<file path="src/rtl/payoff_pkg.sv">
// Shared option-type encoding and default datapath width for the payoff stage.
// No logic; constants only. No backpressure.
package payoff_pkg;

    localparam int DEFAULT_WIDTH = 32;

    localparam logic [1:0] OPT_CALL     = 2'b00;
    localparam logic [1:0] OPT_PUT      = 2'b01;
    localparam logic [1:0] OPT_DIG_CALL = 2'b10;
    localparam logic [1:0] OPT_DIG_PUT  = 2'b11;

endpackage

</file>
<file path="src/rtl/payoff_intrinsic.sv">
// Intrinsic payoff for vanilla/digital calls and puts from S_T and K.
// Latency 0 (purely combinational). No backpressure.
module payoff_intrinsic
    import payoff_pkg::*;
#(
    parameter int               WIDTH       = DEFAULT_WIDTH,
    parameter logic [WIDTH-1:0] CASH_AMOUNT = WIDTH'(1)
) (
    input  logic [WIDTH-1:0] S_T,
    input  logic [WIDTH-1:0] K,
    input  logic [1:0]       option_type,
    output logic [WIDTH-1:0] next_payoff,
    output logic             next_itm
);

    logic st_gt_k;
    logic k_gt_st;

    assign st_gt_k = S_T > K;
    assign k_gt_st = K > S_T;

    // Subtract only on the winning side so the difference can never wrap.
    always_comb begin
        next_payoff = '0;
        next_itm    = 1'b0;
        case (option_type)
            OPT_CALL: begin
                next_itm = st_gt_k;
                if (st_gt_k) next_payoff = S_T - K;
            end
            OPT_PUT: begin
                next_itm = k_gt_st;
                if (k_gt_st) next_payoff = K - S_T;
            end
            OPT_DIG_CALL: begin
                next_itm = st_gt_k;
                if (st_gt_k) next_payoff = CASH_AMOUNT;
            end
            default: begin
                next_itm = k_gt_st;
                if (k_gt_st) next_payoff = CASH_AMOUNT;
            end
        endcase
    end

endmodule

</file>
<file path="src/rtl/payoff_calculator.sv">
// Registered European option payoff stage at the end of the path pipeline.
// Latency 1 cycle; outputs hold while en is low. No backpressure (en gates loading only).
module payoff_calculator
    import payoff_pkg::*;
#(
    parameter int               WIDTH       = DEFAULT_WIDTH,
    parameter logic [WIDTH-1:0] CASH_AMOUNT = WIDTH'(1)
) (
    input  logic             clk,
    input  logic             rst,
    input  logic             en,
    input  logic [WIDTH-1:0] S_T,
    input  logic [WIDTH-1:0] K,
    input  logic [1:0]       option_type,
    output logic [WIDTH-1:0] payoff,
    output logic             payoff_valid,
    output logic             in_the_money
);

    logic [WIDTH-1:0] next_payoff;
    logic             next_itm;

    payoff_intrinsic #(
        .WIDTH       (WIDTH),
        .CASH_AMOUNT (CASH_AMOUNT)
    ) u_intrinsic (
        .S_T         (S_T),
        .K           (K),
        .option_type (option_type),
        .next_payoff (next_payoff),
        .next_itm    (next_itm)
    );

    always_ff @(posedge clk) begin
        if (rst) begin
            payoff       <= '0;
            payoff_valid <= 1'b0;
            in_the_money <= 1'b0;
        end else begin
            payoff_valid <= en;
            if (en) begin
                payoff       <= next_payoff;
                in_the_money <= next_itm;
            end
        end
    end

endmodule

</file>
<file path="config.mk">
export PLATFORM = sky130hd
export DESIGN_NAME = payoff_calculator
export DESIGN_NICKNAME = d
export VERILOG_FILES = /design/src/rtl/payoff_pkg.sv /design/src/rtl/payoff_intrinsic.sv /design/src/rtl/payoff_calculator.sv
export SDC_FILE = /design/constraint.sdc
export NUM_CORES = 1
export LEC_CHECK = 0
export CAP_MARGIN = 20
export CORE_MARGIN = 4
export CORE_UTILIZATION = 54
export DETAILED_ROUTE_END_ITERATION = 6
export GPL_TIMING_DRIVEN = 0
export PLACE_DENSITY = 0.83
export SYNTH_ARGS = -nofsm -noshare
export SYNTH_HDL_FRONTEND = slang
export SYNTH_SLANG_ARGS = --single-unit
</file>
<file path="constraint.sdc">
create_clock -name clk -period 5.34 [get_ports clk]
set_input_delay 0.534 -clock clk [delete_from_list [all_inputs] [get_ports clk]]
set_output_delay 0.534 -clock clk [all_outputs]
set_load 0.02 [all_outputs]
</file>
==> metrics.yaml <==
status: "completed"
die_h_um: 106
setup.worst_path.start_class: "input pin"
grt_pass1_wl_um: 29000
clock-skew-final_ps: 0
clock_sink_count: 34
post_cts_buffers: 0
clk_pin_slew_worst_paths_ps: 100
max-vdd-ir-drop_mv: 0.103
crit_top_cell: "o21ai_1"
postSynthAreaPerCell_um2: 7.13
synthFlopType: "dfxtp_1"
synth_cells: 722
ys_ff_latch: 34
vias: 6203
cap_violations: 0
avgViaCountPerCell: 6.45
max_freq_mhz: 253
end_kind: "register"
grt.total_usage_pct: 31.7
gp_congestion: 0.957
synth_seq_area_share_pct: 13.2
ys.warnings.count: 0
worstSetupEndpoint: "payoff[18]"
numCtsBuffers: 5
cp_cell_sequence: "clkdlybuf4s50_1 -> inv_1 -> ha_1 -> inv_1 -> fa_1 -> a211oi_1 -> o21a_1 -> a21oi_1 -> o21ai_1 -> a21oi_1 -> o21ai_1 -> buf_2 -> buf_1 -> o221ai_1 -> o21ai_1 -> o21ai_1"
fin_nets: 966
required_ps: 5520
start_util_pct: 55.5
worstReg2RegEnd: "payoff[23]"
max_stage_delay_ps: 460
startpoint: "S_T[0]"
relSlewSlack_pct: 51.8
rows: 35
synthesis.nets: 857
final_cells: 961
grt_max_degree: 11
cts-root-buf: "clkbuf_8"
dpl_cell_area_um2: 6330
fin_area_um2: 6440
synth_cell_types: 79
cp_slowest_cell: "clkdlybuf4s50_1"
drc: 0
fin_setup_tns_ps: 0
route.detailed.wl_per_inst_um: 19.4
drtIter0Drc: 651
rsz0062_at_grt: "no"
overflow: 0
finalHoldViolCount: 0
synth_edf_count: 0
cts_hold_buf: 0
r2r_slack_ps: 4470
portBuffers: 102
syn_to_final_growth_pct: 25.1
post_cts_resized: 0
cp_max_fo: 10
die_x_um: 106
critical_path_class: "input pin to register"
worstMarginPinSlew_ps: 716
reg2reg_from: "payoff[23]"
antenna_found_initial: 0
multi_input_area_um2: 3940
post-route-period-util_pct: 74.0
clkLatencyLatePin_ps: 290
tritoncts: "yes"
synth.cell_area_um2: 5150
synth-async-reset-ratio_pct: 0
antenna_cells: 0
layout-drive-gt1-share_pct: 6.85
drv_slew: 0
p_leak_nw: 2.84
grt_pass1_vias: 5897
placedCellCount: 953
die_area_um2: 11200
fill_cells: 826
critical_path_arrival_ps: 4130
drt_wl_total_um: 18600
fin_crit_ps: 3950
drt_first_pass_iters: 6
regArea_um2: 681
min_path_type: "register to register"
cellPowerDensity_nw_per_um2: 182
core_um2: 9280
ant_nets: 0
ios: 103
hpwl_um: 15100
setup_violations: 0
r2r_cells: 3
ctsLongestPathBuffers: 2
h-tree-depth: 2
==> state kept, by name (all words and copies together), names as in the netlist <==
signal	flops
payoff	32
payoff_valid	1
in_the_money	1
==> how the worst min path moves through the flow <==
stage / from / endpoint / cells past startpoint
after floorplan: payoff[12] / payoff[12] / 2
final: payoff[15] / payoff[15] / 2
after global routing: payoff[10] / payoff[10] / 2
after detailed placement: payoff[3] / payoff[3] / 2
after global placement: payoff[11] / payoff[11] / 2
after CTS: payoff[3] / payoff[3] / 2
==> layout by cell type, fill, tap and decap left out, types with 8 or more instances in the layout <==
master / instances
clkbuf_8: 8
xnor2_1: 15
clkdlybuf4s50_1: 102
inv_1: 88
nor3_1: 9
a21oi_1: 87
clkbuf_1: 15
o21bai_1: 18
nand2_1: 57
buf_2: 16
a21o_1: 22
dfxtp_1: 34
nand4_1: 10
nor2_1: 37
o21ai_0: 32
o21ai_1: 33
nand3_1: 9
o22ai_1: 11
ha_1: 64
nor2b_1: 12
o221ai_1: 16
==> synthesized netlist by cell type (4+ instances only) <==
cell,instances,area [µm²]
nand4_1,10,62.6
o21ai_1,33,165
and2_1,4,25.0
o21a_1,6,45.0
o221ai_1,16,140
inv_1,88,330
buf_2,16,80.1
o21bai_1,18,135
nor3_1,9,45.0
nor2b_1,12,75.1
buf_4,5,37.5
or2_2,4,25.0
mux2i_1,4,40.0
and3_1,4,25.0
a211oi_1,7,52.6
ha_1,64,801
a21o_1,22,165
nand3_1,9,45.0
dfxtp_1,34,681
nand2_1,57,214
a32o_1,7,70.1
o22ai_1,11,68.8
o21ai_0,32,160
o31ai_1,4,30.0
clkbuf_1,15,56.3
nor2_1,37,139
a31oi_1,7,43.8
xnor2_1,15,131
a21oi_1,87,435
==> where the power goes <==
group          leakage [nW]  internal [mW]  switching [mW]
clock                0.0575          0.131           0.120
sequential            0.278          0.270         0.00890
combinational          2.51          0.260           0.382
total                  2.84          0.661           0.510
==> routing by layer <==
layer | track usage, % | share of wire [%]
met5 | 0 | 0
met1 | 41.4 | 41
met2 | 53.6 | 47
met4 | 8.70 | 2.0
met3 | 5.39 | 11
==> kinds of logic (layout without fill, tap and decap cells) <==
group,Yosys count,count (layout),synth area share (%)
xor+xnor,17,17,2.89
compound gates,303,303,39.6
simple gates,170,170,16.9
buf+inv,128,238,10.4
fa+ha+maj,66,66,16.3
mux,4,4,0.777
flops,34,34,13.2
==> worst max-delay path: cells and delay by family <==
family / cells / cell delay, ps
buffers and inverters: 5 / 1380
AO/OA/AOI/OAI: 9 / 1610
adder cells (fa/ha/maj): 2 / 600
==> per-stage QoR <==
step	total power [mW]	hold slack, ps	utilization (%)	worst slack [ps]
finish	1.17	456	69.4	1390
global route	1.23	481	69.4	1160
CTS	1.16	455	69.4	1490
detailed placement	0.903	444	68.2	1170
global placement	0.889	435	68.2	1250
floorplan	0.690	525	-	2300
==> area by class of cell <==
cell class / count / area share (%)
Multi-Input combinational cell: 560 / 61.1
Timing Repair Buffer: 102 / 15.8
Sequential cell: 34 / 10.6
Inverter: 88 / 5.13
Buffer: 40 / 3.17
Tap cell: 129 / 2.50
Clock buffer: 8 / 1.71
Power figures use the tool's default switching activity.
